$ cat config.mk
export PLATFORM = sky130hd
export DESIGN_NAME = io_port_controller
export DESIGN_NICKNAME = d
export VERILOG_FILES = /design/src/rtl/io_port_controller.sv
export SDC_FILE = /design/constraint.sdc
export NUM_CORES = 1
export LEC_CHECK = 0
export ABC_AREA = 1
export CAP_MARGIN = 20
export CORE_MARGIN = 2
export CORE_UTILIZATION = 51
export CTS_CLUSTER_SIZE = 10
export DETAILED_ROUTE_END_ITERATION = 7
export PLACE_DENSITY_LB_ADDON = 0.1
export SYNTH_ARGS = -nofsm -noshare
export SYNTH_HDL_FRONTEND = slang
export SYNTH_SLANG_ARGS = --single-unit
$ cat constraint.sdc
create_clock -name clk -period 2.2 [get_ports clk]
set_input_delay 0.22 -clock clk [delete_from_list [all_inputs] [get_ports clk]]
set_output_delay 0.22 -clock clk [all_outputs]
set_load 0.01 [all_outputs]
$ cat src/rtl/io_port_controller.sv
// External-side I/O partner for the processor: an input FIFO feeds in_port and
// raises a fixed-width interrupt pulse while data waits; an output FIFO captures out_port writes.

// Generic single-clock FIFO. The head is combinational and reads as 0 when empty.
module io_fifo #(
  parameter int W     = 16,
  parameter int DEPTH = 4
) (
  input  logic                     clk,
  input  logic                     rst,
  input  logic                     push,
  input  logic                     pop,
  input  logic [W-1:0]             wr_data,
  output logic [W-1:0]             head,
  output logic [$clog2(DEPTH):0]   count,
  output logic                     empty,
  output logic                     full
);
  localparam int AW = $clog2(DEPTH);

  logic [W-1:0]  mem [DEPTH];
  logic [AW-1:0] wr_ptr;
  logic [AW-1:0] rd_ptr;

  always_ff @(posedge clk) begin
    if (push) mem[wr_ptr] <= wr_data;
  end

  // Pointers wrap naturally because DEPTH is a power of two.
  always_ff @(posedge clk or negedge rst) begin
    if (!rst) begin
      wr_ptr <= '0;
      rd_ptr <= '0;
      count  <= '0;
    end else begin
      if (push) wr_ptr <= wr_ptr + AW'(1);
      if (pop)  rd_ptr <= rd_ptr + AW'(1);
      case ({push, pop})
        2'b10:   count <= count + (AW+1)'(1);
        2'b01:   count <= count - (AW+1)'(1);
        default: count <= count;
      endcase
    end
  end

  assign empty = (count == '0);
  assign full  = (count == (AW+1)'(DEPTH));
  assign head  = empty ? '0 : mem[rd_ptr];
endmodule

module io_port_controller #(
  parameter int W        = 16,
  parameter int DEPTH    = 4,
  parameter int IRQ_HOLD = 2
) (
  input  logic                     clk,
  input  logic                     rst,
  input  logic [W-1:0]             ext_in_data,
  input  logic                     ext_in_valid,
  output logic                     ext_in_ready,
  output logic [W-1:0]             in_port,
  input  logic                     in_rd,
  input  logic                     irq_en,
  output logic                     interrupt,
  output logic [$clog2(DEPTH):0]   in_count,
  input  logic [W-1:0]             out_port,
  input  logic                     out_wr,
  output logic                     out_full,
  output logic                     out_ovf,
  output logic [W-1:0]             ext_out_data,
  output logic                     ext_out_valid,
  input  logic                     ext_out_ready
);
  localparam int CNTW = (IRQ_HOLD > 1) ? $clog2(IRQ_HOLD) : 1;

  typedef enum logic [1:0] {
    IRQ_IDLE,
    IRQ_ASSERT,
    IRQ_SERVICE
  } irq_state_t;

  logic in_empty, in_full, in_push, in_pop;
  logic out_empty, out_push, out_pop;
  logic [$clog2(DEPTH):0] out_count;

  assign ext_in_ready = !in_full;
  assign in_push      = ext_in_valid & ext_in_ready;
  assign in_pop       = in_rd & !in_empty;

  io_fifo #(.W(W), .DEPTH(DEPTH)) u_in_fifo (
    .clk     (clk),
    .rst     (rst),
    .push    (in_push),
    .pop     (in_pop),
    .wr_data (ext_in_data),
    .head    (in_port),
    .count   (in_count),
    .empty   (in_empty),
    .full    (in_full)
  );

  // A full output FIFO still takes a write when the head drains in the same cycle.
  assign ext_out_valid = !out_empty;
  assign out_pop       = ext_out_valid & ext_out_ready;
  assign out_push      = out_wr & (!out_full | out_pop);

  io_fifo #(.W(W), .DEPTH(DEPTH)) u_out_fifo (
    .clk     (clk),
    .rst     (rst),
    .push    (out_push),
    .pop     (out_pop),
    .wr_data (out_port),
    .head    (ext_out_data),
    .count   (out_count),
    .empty   (out_empty),
    .full    (out_full)
  );

  always_ff @(posedge clk or negedge rst) begin
    if (!rst) out_ovf <= 1'b0;
    else if (out_wr & out_full & !out_pop) out_ovf <= 1'b1;
  end

  irq_state_t      state_q, state_d;
  logic [CNTW-1:0] cnt_q, cnt_d;

  always_ff @(posedge clk or negedge rst) begin
    if (!rst) begin
      state_q   <= IRQ_IDLE;
      cnt_q     <= '0;
      interrupt <= 1'b0;
    end else begin
      state_q   <= state_d;
      cnt_q     <= cnt_d;
      interrupt <= (state_d == IRQ_ASSERT);
    end
  end

  // irq_en only gates entry to ASSERT; a started pulse always runs IRQ_HOLD cycles.
  always_comb begin
    state_d = state_q;
    cnt_d   = cnt_q;
    case (state_q)
      IRQ_IDLE: begin
        if (irq_en && !in_empty) begin
          state_d = IRQ_ASSERT;
          cnt_d   = CNTW'(IRQ_HOLD - 1);
        end
      end
      IRQ_ASSERT: begin
        if (cnt_q == '0) state_d = IRQ_SERVICE;
        else             cnt_d   = cnt_q - CNTW'(1);
      end
      IRQ_SERVICE: begin
        if (in_pop || in_empty) state_d = IRQ_IDLE;
      end
      default: state_d = IRQ_IDLE;
    endcase
  end
endmodule

Word level (Yosys, flattened, before mapping)
Memories as Yosys holds them, arrays and structs flattened. Cells that the tools add are included.

Register bits after elaboration: 19. Memory bits (writable): 128. Output and inout port bits: 40. Word-level logic and storage cells: 67. Memories kept: 2.

Memories: u_in_fifo.mem (depth 4, bits a word 16, rd ports 1, clocked after Yosys merged registers in 0, wr ports 1, line 21) `logic [W-1:0] mem [DEPTH];`; u_out_fifo.mem (depth 4, bits a word 16, rd ports 1, clocked after Yosys merged registers in 0, wr ports 1, line 21).

$add $sub $neg: 9. Equality and inequality tests: 10. Multiplexer cells: 15. Bitwise operators: 7. Reduce and logical (&&, ||, !) cells: 14.

Operator list (count): 16-bit two-way mux (2); 3-bit one-hot mux with 2 select lines (2); 2-bit by 1-bit adder with 2-bit output, second input constant (4); 2-bit by 1-bit == test with 1-bit output, second input constant (4); 3-bit by 1-bit adder with 3-bit output, second input constant (2); 1-bit AND (6); 2-bit == test, second input constant (3); 3-bit == test, second input constant (2); 3-bit logical NOT (2); 1-bit two-way mux (6); 2-bit two-way mux (3); 2-bit one-hot mux with 3 select lines (1); 2-bit nonzero test (3); 3-bit by 1-bit subtractor with 3-bit output, second input constant (2); 1-bit logical NOT (5); 2-bit logical NOT (1); 2-bit != test, second input constant (1); 1-bit one-hot mux with 2 select lines (1); 2-bit AND reduction (1); 1-bit logical AND (1); 1-bit logical OR (1); 1-bit OR (1); 1-bit subtractor, second input constant (1).

Logic depth before layout (Yosys ltp)
Depth after elaboration: 7. Depth in mapped cells: 10.

By module
From an unflattened synthesis, not the netlist that was laid out.

Cell total of the unflattened synthesis: 640. Area, all modules: 6601.3 um2.

Modules (own cells, without submodules): io_fifo (instances 2, cells an instance 301, area an instance 3174.3 um2, seq. area each 2097.0 um2); io_port_controller (instances 1, cells an instance 38, area an instance 252.7 um2, seq. area each 125.1 um2).

Worst setup path after synthesis
OpenSTA, ideal clock, no wires.

Path type: register -> register. Start: register u_in_fifo.count[0]. End: memory u_in_fifo.mem[0][0] (enable). Setup time: 0.389 ns. Arrival: 1.589 ns. Data required time: 1.811 ns. Path slack: 0.223 ns. Cell stages (with the launch flop): 5. Path buffers: 0. Period minus slack after synthesis: 1.977 ns. Cells stage by stage: dfrtp_1 > inv_1 > nand3_1 > nand2_2 > nor2_1.

Word-level cells in the longest chain between the ends: 5.

RTL lines: start, declared (line 15) `output logic [$clog2(DEPTH):0] count,`; start signal, assigned (line 39) `2'b10: count <= count + (AW+1)'(1);`; start signal, assigned (line 40) `2'b01: count <= count - (AW+1)'(1);`; start signal, assigned (line 41) `default: count <= count;`; 3-bit == test (line 47) `assign full = (count == (AW+1)'(DEPTH));`; 1-bit logical NOT (line 86) `assign ext_in_ready = !in_full;`; named net ext_in_ready (line 60) `output logic ext_in_ready,`; 1-bit AND (line 87) `assign in_push = ext_in_valid & ext_in_ready;`; 1-bit two-way mux (line 26) `if (push) mem[wr_ptr] <= wr_data;`; 1-bit two-way mux (not written as such) (line 26); end, declared (line 21).

The timed path passes the listed nets, and every way through them passes these cells.

Worst setup path after layout
Start: register u_in_fifo.rd_ptr[0]. End: output in_port[4].

Word-level cells in the longest chain between the ends: 2.

RTL lines: start, declared (line 23) `logic [AW-1:0] rd_ptr;`; start signal, assigned (line 37) `if (pop) rd_ptr <= rd_ptr + AW'(1);`; memory 4 x 16 bit; 16-bit two-way mux (line 48) `assign head = empty ? '0 : mem[rd_ptr];`; end, declared (line 61) `output logic [W-1:0] in_port,`.

No other way between the ends.

==> impl_metrics.csv <==
group,metric,value,unit
status,outcome,"finished, final reports clean",
placement,portBuffers,78,
setup_path,worst_path_largest_cell_delay,0.45,ns
synth,synth_top_area_share,63.8,%
drt,drc,0,
synth,synth-seq-cells,147,
sta,finalMaxSlewViolations,0,
sta,finalHoldWorstSlack,0.138,ns
run,drv_cap,0,
placement,dp_hpwl,7.40,mm
synth,yosysMostFrequentCell,"nor2_1",
layout,final_nets,643,
setup_path,critPathRequiredTime,1.98,ns
global_route,antenna_found_initial,0,
synth,synth_area_leader_cell,"edfxtp_1",
sta,rsz0062_at_grt,"false",
clocking,holdBufCountCts,0,
clocking,cts_sinks,147,
drt,routed_via_density,5.22,
floorplanning,ios,79,
synth,synthTopCellsByArea,"edfxtp_1 64%, nor2_1 8.9%, dfrtp_1 7.9%, o21ai_0 5.1%, a21oi_1 3.1%",
clocking,clk_path_buf_depth,2,
setup_path,path_buf_inv,3,
synth,synth-compound-area-share,9.33,%
floorplanning,die_w,113,microns
synth,synthMuxAreaShare,0,%
drt,ant_nets,0,
drt,wl_per_cell,15.8,microns
setup_path,cp_cell_sequence,"inv_4, buf_12, o21ai_0, a21oi_1, dlygate4sd2_1",
floorplanning,initial_core_util,52.5,%
synth,synth_top_family_by_area,"simple AND/OR/NAND/NOR gates",
layout,multi_input_area,0.00146,sq mm
floorplanning,coreArea,0.0115,sq mm
synth,syn_nets,541,
setup_path,r2r_end,"u_in_fifo.count[2]$_DFFE_PN0P_",
clocking,cts-htree-levels,4,
global_route,grt_pass1_wl,19.1,mm
drt,drt-initial-drc-count,232,
clocking,insertion_delay,0.42,ns
synth,ys_top_cells_by_count,"143 x nor2_1, 128 x edfxtp_1, 61 x o21ai_0",
synth,synthArstFlopShare,12.9,%
clocking,root_buffer,"clkbuf_16",
setup_path,crit_family,"buffers and inverters",
setup_path,critPathArrivalTime,1.82,ns
global_route,gr-total-overflow,0,
layout,drive_above_1_share,12.5,%
sta,report.final.hold_viol_count,0,
setup_path,cp_max_fo,20,
synth,netlist_instances,491,
drt,vias,3907,
clocking,cts_tree,"built",
pwr,power,0.0113,W
layout,antenna_cells,0,
sta,tns,0,ns
setup_path,crit_type,"reg2out",
setup_path,cpMaxStageDelayCell,"dfrtp_2",
synth,syn-cell-area,0.00602,sq mm
setup_path,endpoint_kind,"primary output",
synth,synth_edf_count,128,
setup_path,r2r_start,"u_in_fifo.count[0]$_DFFE_PN0P_",
synth,synth_top_flop_cell,"edfxtp_1",
global_route,grt_use_total,19.8,%
layout,fillers,834,
synth,synth_fa_ha_area_share,2.53,%
placement,dp_cells,712,
clocking,path_clk_slew,0.06,ns
placement,place_congestion,0.777,
synth,yosys_warnings,0,
sta,slew_headroom,82.2,%
layout,finalNonFillerCells,749,
sta,setup_viol,0,
synth,yosys.area_share.simple,11.1,%
layout,syn_to_final_growth,28.8,%
setup_path,startpoint_type,"flip-flop",
setup_path,r2r_slack,0.21,ns
floorplanning,die_area,0.0127,sq mm
sta,period_share,92.6,%
floorplanning,rows,39,
pwr,peakVddDrop,0.000710,V
floorplanning,die_y,113,microns
setup_path,cp.depth,5,
sta,finalCriticalPeriod,2.04,ns
pwr,p_per_area,1460,mW/mm^2
global_route,grt_pass1_vias,3853,
synth,ys_types,26,
setup_path,r2r_cells,9,
synth,synthXorXnorAreaFrac,1.29,%
pwr,p_leak,2.99,nW
sta,timing.fmax,491,MHz
sta,finClkSkew,0.00979,ns
global_route,grt_max_degree,21,
synth,postSynthAreaPerCell,12.3,sq um
layout,seqCellArea,0.00432,sq mm
synth,yosysSeqAreaShare,71.7,%
worst_hold_path,hold_class,"in2async",
sta,tightestPinTransition,0.267,ns
clocking,cts_made_buffers,17,
drt,wl,11.9,mm
drt,dr.pass1.iters,4,
what timing repair did:
item,in CTS,in global routing
pin swaps,3,0
setup buffers,2,3
endpoints found under the setup margin,32,7
resized for setup,41,10
stage by stage:
stage	area, sq um	util [%]	setup WS [ns]
finish	7760	67.7	0.163
global route	7760	67.7	0.0188
CTS	7690	67.1	0.000774
detailed placement	7040	61.4	0.192
global placement	7040	61.4	0.241
floorplan	6020	-	0.223
how the worst max path moves through the flow:
stage,to,slack (ns),startpoint
2_1_floorplan,u_in_fifo.mem[0][0]$_DFFE_PP_,0.22,u_in_fifo.count[0]$_DFFE_PN0P_
3_3_place_gp,u_in_fifo.count[2]$_DFFE_PN0P_,0.24,in_rd
3_5_place_dp,u_in_fifo.count[2]$_DFFE_PN0P_,0.19,in_rd
4_1_cts,ext_out_data[3],0.0008,u_out_fifo.rd_ptr[1]$_DFFE_PN0N_
5_1_grt,in_port[3],0.02,u_in_fifo.rd_ptr[1]$_DFFE_PN0P_
6_report,in_port[4],0.16,u_in_fifo.rd_ptr[0]$_DFFE_PN0P_
metal layers:
| metal | track usage (%) | vias up | routed length (microns) |
|---|---|---|---|
| met3 | 5.94 | 18 | 595 |
| met4 | 7.56 | 0 | 217 |
| met1 | 22.9 | 1889 | 4750 |
| met5 | 0 | - | 0 |
| met2 | 34.8 | 106 | 6300 |
| li1 | - | 1894 | - |
flip-flops by register name, summed over array words and instances, names as in the netlist, 2 cells and up:
name,cells
u_out_fifo.wr_ptr,2
u_in_fifo.mem,64
u_out_fifo.rd_ptr,2
u_in_fifo.rd_ptr,2
u_in_fifo.wr_ptr,2
u_in_fifo.count,3
state_q,2
u_out_fifo.mem,64
u_out_fifo.count,3
layout make-up:
cell class                      instances  area share, %
Clock buffer                           22           5.98
Inverter                               30           1.58
Multi-Input combinational cell        292           18.8
Timing Repair Buffer                  105           13.6
Sequential cell                       147           55.7
Tap cell                              143           2.31
Clock inverter                         10           2.05
logic make-up (layout without fill, tap and decap cells):
logic type	count (synthesis)	in the layout
adder cells (fa/ha/maj)	11	11
XOR/XNOR	8	8
AO/OA/AOI/OAI	109	109
buffers and inverters	52	167
AND/OR/NAND/NOR	164	164
flip-flops	147	147
power by group:
| group | internal (W) | total (W) | switching (W) |
|---|---|---|---|
| sequential | 0.00374 | 0.00402 | 0.000288 |
| combinational | 0.00189 | 0.00433 | 0.00245 |
| clock | 0.00195 | 0.00299 | 0.00104 |
cell usage in the layout, fill, tap and decap left out, types with 5 or more instances in the layout:
cell type        instances
dlymetal6s2s_1           7
nor2_1                 143
nand2_2                  6
o21ai_0                 61
edfxtp_1               128
dfrtp_1                 16
ha_1                     9
inv_1                   26
o21ai_1                  8
clkdlybuf4s50_1         46
buf_4                   17
clkbuf_16               17
dlygate4sd2_1           25
a21oi_1                 37
xor2_1                   5
nand2_1                  6
Note: power is estimated with default switching activity, not from simulation.
